## src/rtl/exec_npc_pkg.sv

```systemverilog
// exec_npc_pkg: shared op indices, resolver FSM states and BHT reset value
package exec_npc_pkg;

    localparam int OP_BLT = 0;
    localparam int OP_BNE = 1;
    localparam int OP_J   = 2;
    localparam int OP_JR  = 3;
    localparam int OP_BEX = 4;

    typedef enum logic {
        IDLE  = 1'b0,
        FLUSH = 1'b1
    } state_t;

    localparam logic [1:0] BHT_RESET = 2'b01;

endpackage

```

## src/rtl/npc_bht.sv

```systemverilog
// npc_bht: table of 2-bit saturating branch counters, one comb read port, one sync update port
module npc_bht
    import exec_npc_pkg::*;
#(
    parameter int DEPTH = 16,
    localparam int IDX_W = $clog2(DEPTH)
) (
    input  logic             clock,
    input  logic             reset,
    input  logic [IDX_W-1:0] rd_idx,
    output logic             rd_taken,
    input  logic             upd_en,
    input  logic             upd_inc,
    input  logic [IDX_W-1:0] upd_idx
);

    logic [1:0] ctr [DEPTH];

    assign rd_taken = ctr[rd_idx][1];

    // counter update saturates at both ends; a same-cycle read still sees the old value
    always_ff @(posedge clock or negedge reset) begin
        if (!reset) begin
            for (int i = 0; i < DEPTH; i++) ctr[i] <= BHT_RESET;
        end else if (upd_en) begin
            ctr[upd_idx] <= upd_inc ? ((ctr[upd_idx] == 2'b11) ? 2'b11 : ctr[upd_idx] + 2'd1)
                                    : ((ctr[upd_idx] == 2'b00) ? 2'b00 : ctr[upd_idx] - 2'd1);
        end
    end

endmodule

```

## src/rtl/exec_branch_resolve_unit.sv

```systemverilog
// exec_branch_resolve_unit: execute-stage branch/jump resolver with registered redirect, timed flush and BHT
// Optional statistics counters are built when EXEC_NPC_STATS_EN is defined.
module exec_branch_resolve_unit
    import exec_npc_pkg::*;
#(
    parameter int PC_W         = 32,
    parameter int TARGET_W     = 27,
    parameter int BHT_DEPTH    = 16,
    parameter int FLUSH_CYCLES = 2
) (
    input  logic                clock,
    input  logic                reset,
    input  logic                stall,
    input  logic                ex_valid,
    input  logic [4:0]          ex_op,
    input  logic [PC_W-1:0]     ex_pc,
    input  logic                ex_pred_taken,
    input  logic [PC_W-1:0]     branch_pc,
    input  logic [PC_W-1:0]     seq_pc,
    input  logic                alu_lt,
    input  logic                alu_ne,
    input  logic [TARGET_W-1:0] target,
    input  logic [PC_W-1:0]     rd_val,
    input  logic [PC_W-1:0]     fetch_pc,
    output logic                fetch_pred_taken,
    output logic                redirect_valid,
    output logic [PC_W-1:0]     redirect_pc,
    output logic                flush_active,
    output logic [31:0]         stat_branches,
    output logic [31:0]         stat_mispredicts
);

    localparam int IDX_W = $clog2(BHT_DEPTH);
    localparam int CNT_W = (FLUSH_CYCLES > 1) ? $clog2(FLUSH_CYCLES) : 1;

    state_t           state, state_nxt;
    logic [CNT_W-1:0] cnt, cnt_nxt;
    logic [PC_W-1:0]  tgt_ext;
    logic [PC_W-1:0]  actual_pc;
    logic             cf_op, is_blt, is_bne, is_j, is_jr, is_bex, is_cond;
    logic             resolve, taken, mispredict;
    logic             unused_bits;

    // jump target is zero-extended into the PC, or truncated when the field is wider
    generate
        if (TARGET_W >= PC_W) begin : g_tgt_trunc
            assign tgt_ext = target[PC_W-1:0];
            if (TARGET_W > PC_W) begin : g_tgt_unused
                logic unused_tgt;
                assign unused_tgt = ^target[TARGET_W-1:PC_W];
            end
        end else begin : g_tgt_ext
            assign tgt_ext = {{(PC_W-TARGET_W){1'b0}}, target};
        end
    endgenerate

    // only the BHT index bits of the PCs matter here
    assign unused_bits = ^{ex_pc[PC_W-1:IDX_W], fetch_pc[PC_W-1:IDX_W]};

    // multi-hot op codes are illegal and behave as a non-control-flow instruction
    assign cf_op   = (ex_op != 5'd0) && ((ex_op & (ex_op - 5'd1)) == 5'd0);
    assign is_blt  = cf_op & ex_op[OP_BLT];
    assign is_bne  = cf_op & ex_op[OP_BNE];
    assign is_j    = cf_op & ex_op[OP_J];
    assign is_jr   = cf_op & ex_op[OP_JR];
    assign is_bex  = cf_op & ex_op[OP_BEX];
    assign is_cond = is_blt | is_bne;

    assign resolve    = ex_valid & !stall & (state == IDLE);
    assign taken      = is_blt ? (!alu_lt & alu_ne) : is_bne ? alu_ne : is_bex ? |rd_val : (is_j | is_jr);
    assign actual_pc  = !taken ? seq_pc : is_cond ? branch_pc : is_jr ? rd_val : tgt_ext;
    assign mispredict = resolve & (is_cond ? (taken != ex_pred_taken) : (is_j | is_jr | (is_bex & taken)));

    npc_bht #(.DEPTH(BHT_DEPTH)) u_bht (
        .clock    (clock),
        .reset    (reset),
        .rd_idx   (fetch_pc[IDX_W-1:0]),
        .rd_taken (fetch_pred_taken),
        .upd_en   (resolve & is_cond),
        .upd_inc  (taken),
        .upd_idx  (ex_pc[IDX_W-1:0])
    );

    // FSM state and flush countdown register
    always_ff @(posedge clock or negedge reset) begin
        if (!reset) begin
            state <= IDLE;
            cnt   <= '0;
        end else begin
            state <= state_nxt;
            cnt   <= cnt_nxt;
        end
    end

    // next state: enter FLUSH on a mispredict, count down while not stalled, leave at zero
    always_comb begin
        state_nxt = state;
        cnt_nxt   = cnt;
        if (state == IDLE) begin
            if (mispredict) begin
                state_nxt = FLUSH;
                cnt_nxt   = CNT_W'(FLUSH_CYCLES - 1);
            end
        end else if (!stall) begin
            if (cnt == '0) state_nxt = IDLE;
            else cnt_nxt = cnt - 1'b1;
        end
    end

    // FSM output: squash younger instructions for the whole FLUSH state
    always_comb begin
        flush_active = (state == FLUSH);
    end

    // redirect is a one-cycle pulse; the corrected PC is held until the next redirect
    always_ff @(posedge clock or negedge reset) begin
        if (!reset) begin
            redirect_valid <= 1'b0;
            redirect_pc    <= '0;
        end else begin
            redirect_valid <= mispredict;
            if (mispredict) redirect_pc <= actual_pc;
        end
    end

`ifdef EXEC_NPC_STATS_EN
    logic [31:0] br_cnt, mp_cnt;

    // saturating resolved-branch and redirect counters
    always_ff @(posedge clock or negedge reset) begin
        if (!reset) begin
            br_cnt <= '0;
            mp_cnt <= '0;
        end else begin
            if (resolve & cf_op & (br_cnt != 32'hFFFF_FFFF)) br_cnt <= br_cnt + 32'd1;
            if (mispredict & (mp_cnt != 32'hFFFF_FFFF)) mp_cnt <= mp_cnt + 32'd1;
        end
    end

    assign stat_branches    = br_cnt;
    assign stat_mispredicts = mp_cnt;
`else
    assign stat_branches    = 32'd0;
    assign stat_mispredicts = 32'd0;
`endif

endmodule

```

## config.mk

```make
export PLATFORM = sky130hd
export DESIGN_NAME = exec_branch_resolve_unit
export DESIGN_NICKNAME = d
export VERILOG_FILES = /design/src/rtl/exec_npc_pkg.sv /design/src/rtl/npc_bht.sv /design/src/rtl/exec_branch_resolve_unit.sv
export SDC_FILE = /design/constraint.sdc
export NUM_CORES = 1
export LEC_CHECK = 0
export BUFFER_PORTS_ARGS = -buffer_cell sky130_fd_sc_hd__clkbuf_2
export CORE_ASPECT_RATIO = 0.5
export CORE_MARGIN = 1
export CORE_UTILIZATION = 43
export CTS_CLUSTER_SIZE = 16
export DETAILED_ROUTE_END_ITERATION = 7
export MAX_ROUTING_LAYER = met4
export PLACE_DENSITY = 0.89
export SLEW_MARGIN = 25
export SYNTH_ARGS = -nofsm -noshare
export SYNTH_HDL_FRONTEND = slang
export SYNTH_SLANG_ARGS = --single-unit
```

## constraint.sdc

```tcl
create_clock -name clock -period 2.55 [get_ports clock]
set_input_delay 0.3825 -clock clock [delete_from_list [all_inputs] [get_ports clock]]
set_output_delay 0.3825 -clock clock [all_outputs]
set_load 0.02 [all_outputs]
```

==> results of run 1 <==
## power groups by stage
stage | registers, W | logic (W) | clock network [W]
2_1_floorplan | 0.00161 | 0.000499 | 0
3_3_place_gp | 0.00139 | 0.00105 | 0
3_5_place_dp | 0.00139 | 0.00108 | 0
4_1_cts | 0.00139 | 0.00108 | 0.00136
5_1_grt | 0.00141 | 0.00115 | 0.00141
6_report | 0.00139 | 0.00108 | 0.00134
## sequential cells by signal, indices dropped and copies added (netlist names)
name            flops
redirect_valid      1
cnt                 1
u_bht.ctr          32
flush_active        1
redirect_pc        32
## cells by family (layout without fill, tap and decap cells)
logic type	count (synthesis)	in the layout	share of synthesized area [%]
buffers and inverters	99	218	14.0
and+or+nand+nor	87	87	9.70
xor gates and xnor gates	2	2	0.381
muxes	70	70	20.4
adders and majority gates	2	2	0.462
other	1	64	0.0814
AOI/OAI and AO/OA	112	112	18.1
DFF	67	67	36.8
## per-layer routing
layer / routed length (um) / global-route usage (%)
met3: 786 / 5.39
met5: 0 / -
met1: 5180 / 28.4
met4: 254 / 10.9
met2: 6700 / 41.6
## placed cells by master, fill, tap and decap left out, types with 2 or more instances in the layout
cell / Yosys / layout
o21ai_0: 56 / 56
nor2_1: 9 / 9
nand4_1: 5 / 5
a21oi_1: 2 / 2
nand3b_1: 5 / 5
nand2b_1: 3 / 3
a22oi_1: 5 / 5
nand2_1: 34 / 34
nor4_1: 9 / 9
dfstp_2: 16 / 16
o21ai_2: 9 / 9
buf_12: 0 / 4
clkbuf_1: 16 / 2
mux2_2: 26 / 26
and3_1: 3 / 3
conb_1: 1 / 64
dfrtp_1: 51 / 51
clkbuf_16: 0 / 9
o221a_2: 32 / 32
nand3_1: 11 / 11
inv_1: 5 / 5
clkbuf_2: 1 / 176
nor3b_1: 2 / 2
nor2b_1: 2 / 2
o211ai_1: 2 / 2
mux4_2: 14 / 14
bufinv_16: 0 / 2
mux2i_1: 28 / 28
nand4bb_1: 2 / 2
buf_4: 64 / 16
## cell type report
| cell class | instances | area [sq um] |
|---|---|---|
| fill | 909 | 4490 |
| multi-input combinational | 337 | 2520 |
| sequential | 67 | 1700 |
| timing repair buffer | 197 | 1090 |
| clock buffer | 12 | 246 |
| tap | 140 | 175 |
| clock inverter | 4 | 73.8 |
| inverter | 5 | 18.8 |
## path summary, 6_finish.rpt
path                                                to  cells after the start                       from  slack [ps]
setup / recovery             u_bht.ctr[30]$_DFFE_PN1P_                      5  u_bht.ctr[21]$_DFFE_PN0P_         280
hold / removal                  flush_active$_DFF_PN0_                      1                      reset          20
setup reg to reg             u_bht.ctr[30]$_DFFE_PN1P_                      5  u_bht.ctr[21]$_DFFE_PN0P_         280
hold reg to reg              u_bht.ctr[12]$_DFFE_PN1P_                      2  u_bht.ctr[12]$_DFFE_PN1P_         470
max in group asynchronous    u_bht.ctr[26]$_DFFE_PN1P_                      2                      reset        1830
min in group clock         redirect_pc[29]$_DFFE_PN0P_                      2                 seq_pc[29]         330
## through the flow
stage | worst slack [ps] | setup TNS (ps) | hold WS (ps) | instance area (sq um)
2_1_floorplan | 251 | 0 | 86.9 | 4840
4_1_cts | 250 | 0 | 36.1 | 5820
5_1_grt | 155 | 0 | 62.1 | 5820
3_5_place_dp | -72.4 | -281 | 398 | 5500
6_report | 278 | 0 | 24.4 | 5820
3_3_place_gp | 34.8 | 0 | 382 | 5500
## critical path, stage by stage (launching register included)
cell     delay [ps]
dfrtp_1         410
mux4_1          510
mux4_2          460
inv_1           120
maj3_2          490
o21ai_0         180
==> impl_metrics.csv, run 1 <==
group,metric,value,unit
routing,postRouteAntennaNets,0,
pwr,leakagePower,2.62,nW
worst_setup_path,cp-start-kind,"flop",
grt,grt_max_degree,47,
worst_setup_path,criticalPathCategory,"flop to flop",
placed_design,post-dp-hpwl,9970,um
min_path,min_path_type,"primary input to asynchronous set/reset pin",
clocking,tritoncts,"done",
pwr,vdd_drop_max,0.361,mV
synth,synth_top_area_share,27.7,%
grt,grt_pass1_vias,4019,
pwr,p_total,0.00381,W
sta,fin_crit,2270,ps
flow_run,cap_viol_max_count,0,
sta,slew_violations,0,
clocking,clock_sinks,67,
synth,synth_most_common_cell,"buf_4",
pwr,seqPwrFrac,36.5,%
pwr,switching_share,31.7,%
clocking,clockRootBuffer,"clkbuf_16",
floorplanning,die_h,75.2,um
grt,overflow,0,
synth,yosysUniqueCellTypes,44,
floorplanning,die-area,11200,sq um
sta,skew,3.85,ps
cells_and_area,area_growth,26.4,%
worst_setup_path,critPathRequiredTime,2790,ps
clocking,path_clk_slew,60,ps
synth,synthFlopType,"dfrtp_1",
clocking,cts_repair_resize_count,0,
placed_design,routabilityCongestion,0.856,
routing,route.detailed.drc,0,
routing,vias_per_cell,5.49,
grt,grt.total_usage,24.4,%
clocking,postCtsHoldBufs,0,
synth,yosysWarnings,0,
floorplanning,initial_utilization,44.6,%
sta,fin_crit_sh,89.1,%
clocking,clock_latency,330,ps
pwr,intPower,0.00260,W
sta,slew_headroom,64.1,%
placed_design,io_buffers,177,
routing,totalWireLength,12900,um
placed_design,placedCellCount,746,
grt,antenna_found_initial,0,
pwr,p_sw,0.00121,W
pwr,p_per_area,654,nW/um^2
clocking,numCtsBuffers,9,
synth,synthTopCellsByArea,"dfrtp_1, buf_4, dfstp_2, o221a_2, mux4_2",
cells_and_area,utilization,56.4,%
synth,synth_area_leader_cell,"dfrtp_1",
floorplanning,core_area,10300,sq um
floorplanning,fp.dieW,148,um
cells_and_area,antennaDiodeCount,0,
synth,syn_area_per_cell,10.5,sq um
clocking,postCtsSetupRepairBufs,0,
worst_setup_path,endpoint_kind,"flop",
floorplanning,row_count,26,
pwr,pwr-share-clk,35.2,%
synth,async_flop_share,100,%
grt,grt_pass1_wl,20000,um
cells_and_area,fin_nets,816,
worst_setup_path,cp.arrival,2510,ps
synth,ys_ff_latch,67,
synth,ys_top_cells_by_count,"buf_4, o21ai_0, dfrtp_1",
routing,drt_first_pass_iters,5,
routing,num_vias,4180,
pwr,pwr-share-comb,28.3,%
sta,tightest_slew,538,ps
sta,setup_viol,0,
synth,syn_area,4600,sq um
cells_and_area,drive_gt1_share,50.5,%
routing,drt-initial-drc-count,268,
sta,fmax,440,MHz
cells_and_area,stdcell_count,762,
clocking,htreeDepth,3,
outcome,status,"finished, final reports clean",
synth,synth-edff-count,0,
worst_setup_path,crit_fanout,16,
synth,ys_seq_area_share,36.8,%
sta,finalHoldViolCount,0,
sta,rsz0062_at_grt,"no",
synth,syn-instance-count,440,
routing,wire_per_inst,17.0,um
clocking,clock_path_buffers,2,
floorplanning,num_io_pins,298,
Power figures use the tool's default switching activity.
==> run 2: changes to the inputs <==
Settings changed: CELL_PAD_IN_SITES_DETAIL_PLACEMENT set to 2, CELL_PAD_IN_SITES_GLOBAL_PLACEMENT set to 2, CORE_UTILIZATION 43 to 24, PLACE_DENSITY 0.89 to 0.9.
==> run 2 against run 1 <==
Fmax fell by 0.17%; die area grew 77%; sequential share of layout area decreased by 0.80 points; clock power fell by 3%; critical path type is now flop to output pin; largest power group unchanged.
==> impl_metrics.csv, run 2 (same netlist as run 1, synthesis figures left out) <==
group,metric,value,unit
worst_setup_path,worstReg2RegStart,"flush_active$_DFF_PN0_",
routing,num_vias,4143,
worst_setup_path,crit_fanout,3,
worst_setup_path,cp.arrival,1890,ps
grt,grt_max_degree,44,
worst_setup_path,reg2reg_depth,6,
routing,drt-initial-drc-count,139,
clocking,tritoncts,"done",
worst_setup_path,cp-start-kind,"flop",
floorplanning,num_io_pins,298,
clocking,clock_path_buffers,2,
clocking,cts_repair_resize_count,0,
floorplanning,initial_utilization,24.7,%
clocking,clockRootBuffer,"clkbuf_16",
routing,wire_per_inst,19.1,um
clocking,postCtsHoldBufs,0,
sta,setup_viol,0,
sta,setup_tns,0,ps
worst_setup_path,timing.rr.end,"redirect_pc[11]$_DFFE_PN0P_",
grt,antenna_found_initial,2,
pwr,vdd_drop_max,0.274,mV
floorplanning,row_count,35,
clocking,postCtsSetupRepairBufs,0,
worst_setup_path,endpoint_kind,"output pin",
sta,rsz0062_at_grt,"no",
grt,use_met2,34.0,%
clocking,path_clk_slew,60,ps
clocking,numCtsBuffers,9,
routing,route.detailed.drc,0,
floorplanning,core_area,18600,sq um
pwr,leakagePower,2.62,nW
worst_setup_path,critPathRequiredTime,2170,ps
worst_setup_path,criticalPathCategory,"flop to output pin",
sta,fmax,439,MHz
grt,overflow,0,
placed_design,io_buffers,177,
flow_run,cap_viol_max_count,0,
grt,met1_usage,19.9,%
min_path,min_path_type,"primary input to asynchronous set/reset pin",
placed_design,placed_area,5670,sq um
cells_and_area,fillers,2109,
worst_setup_path,reg2reg_slack,350,ps
sta,finalHoldViolCount,0,
placed_design,routabilityCongestion,0.863,
floorplanning,die-area,19800,sq um
grt,grt.total_usage,18.2,%
sta,tightest_slew,618,ps
sta,skew,5.61,ps
grt,grt_busiest_layer,"met2",
grt,grt_use_met3,3.02,%
cells_and_area,stdcell_area,5980,sq um
routing,totalWireLength,16900,um
cells_and_area,layout_common_cells,"clkbuf_2, conb_1, o21ai_0, dfrtp_1, nand2_1",
sta,fin_crit_sh,89.2,%
cells_and_area,fin_nets,819,
cells_and_area,largest_registers,"redirect_pc x32, u_bht.ctr x32",
placed_design,post-dp-hpwl,13100,um
grt,grt_pass1_vias,4638,
outcome,status,"finished, final reports clean",
clocking,htreeDepth,3,
floorplanning,fp.dieW,198,um
sta,slew_violations,0,
routing,drt_first_pass_iters,4,
grt,grt_pass1_wl,26300,um
routing,vias_per_cell,4.68,
cells_and_area,area_growth,30.0,%
clocking,clock_sinks,67,
sta,slew_headroom,58.8,%
sta,fin_crit,2280,ps
cells_and_area,final_common_cell,"clkbuf_2",
routing,postRouteAntennaNets,0,
pwr,p_per_area,634,nW/um^2
cells_and_area,drive_gt1_share,51.0,%
floorplanning,die_h,99.9,um
clocking,clock_latency,330,ps
## run 2: cell types whose count changed in the layout (fill, tap and decap cells not counted), sizes merged
cell      delta
diode        +2
clkinv       -2
clkinvlp     +2
inv          +4
clkbuf       -3
bufinv       -1
buf          +3
## run 2: layout make-up
class	count	area [sq um]	share of cell area [%]
clock buffer	9	225	3.76
tap	259	324	5.42
timing repair buffer	200	1110	18.5
clock inverter	7	82.6	1.38
sequential	67	1700	28.4
antenna	2	5.00	0.0836
multi-input combinational	337	2520	42.2
inverter	5	18.8	0.314
## run 2: metrics by stage
stage | power [W] | hold WS (ps) | util [%] | cells | setup WS (ps)
2_1_floorplan | 0.00211 | 86.9 | - | 503 | 251
3_3_place_gp | 0.00247 | 421 | 30.5 | 868 | 18.2
3_5_place_dp | 0.00251 | 428 | 30.5 | 868 | -80.8
4_1_cts | 0.00385 | 60.3 | 32.1 | 884 | 256
5_1_grt | 0.00398 | 102 | 32.2 | 886 | 167
6_report | 0.00379 | 67.4 | 32.2 | 886 | 274
## run 2: how the worst max path moves through the flow
stage                                        to  slack (ps)  depth (start not counted)                      from
floorplan              u_bht.ctr[7]$_DFFE_PN0P_         250                          8                  ex_pc[0]
global placement       u_bht.ctr[4]$_DFFE_PN1P_          20                          6                  ex_pc[0]
detailed placement    u_bht.ctr[30]$_DFFE_PN1P_         -80                          6                  ex_pc[0]
CTS                   u_bht.ctr[30]$_DFFE_PN1P_         260                          6                  ex_pc[0]
global route        redirect_pc[11]$_DFFE_PN0P_         170                          6    flush_active$_DFF_PN0_
finish                         fetch_pred_taken         270                          3  u_bht.ctr[1]$_DFFE_PN0P_
## run 2: critical path, stage by stage, from the launching register on
cell and delay (ps):
dfrtp_1 410, mux4_2 510, mux4_2 480, clkbuf_2 170
## run 2: report_power, final
| group | internal [W] | switching [W] | leakage, nW |
|---|---|---|---|
| Sequential | 0.00126 | 0.000122 | 0.788 |
| Clock | 0.000775 | 0.000528 | 0.145 |
| Combinational | 0.000458 | 0.000650 | 1.69 |
| Total | 0.00250 | 0.00130 | 2.62 |
## run 2: metal layers
layer | vias up | routed length, um
met5 | - | 0
met4 | 0 | 267
met3 | 16 | 475
met2 | 97 | 9470
met1 | 2135 | 6700
li1 | 1895 | -
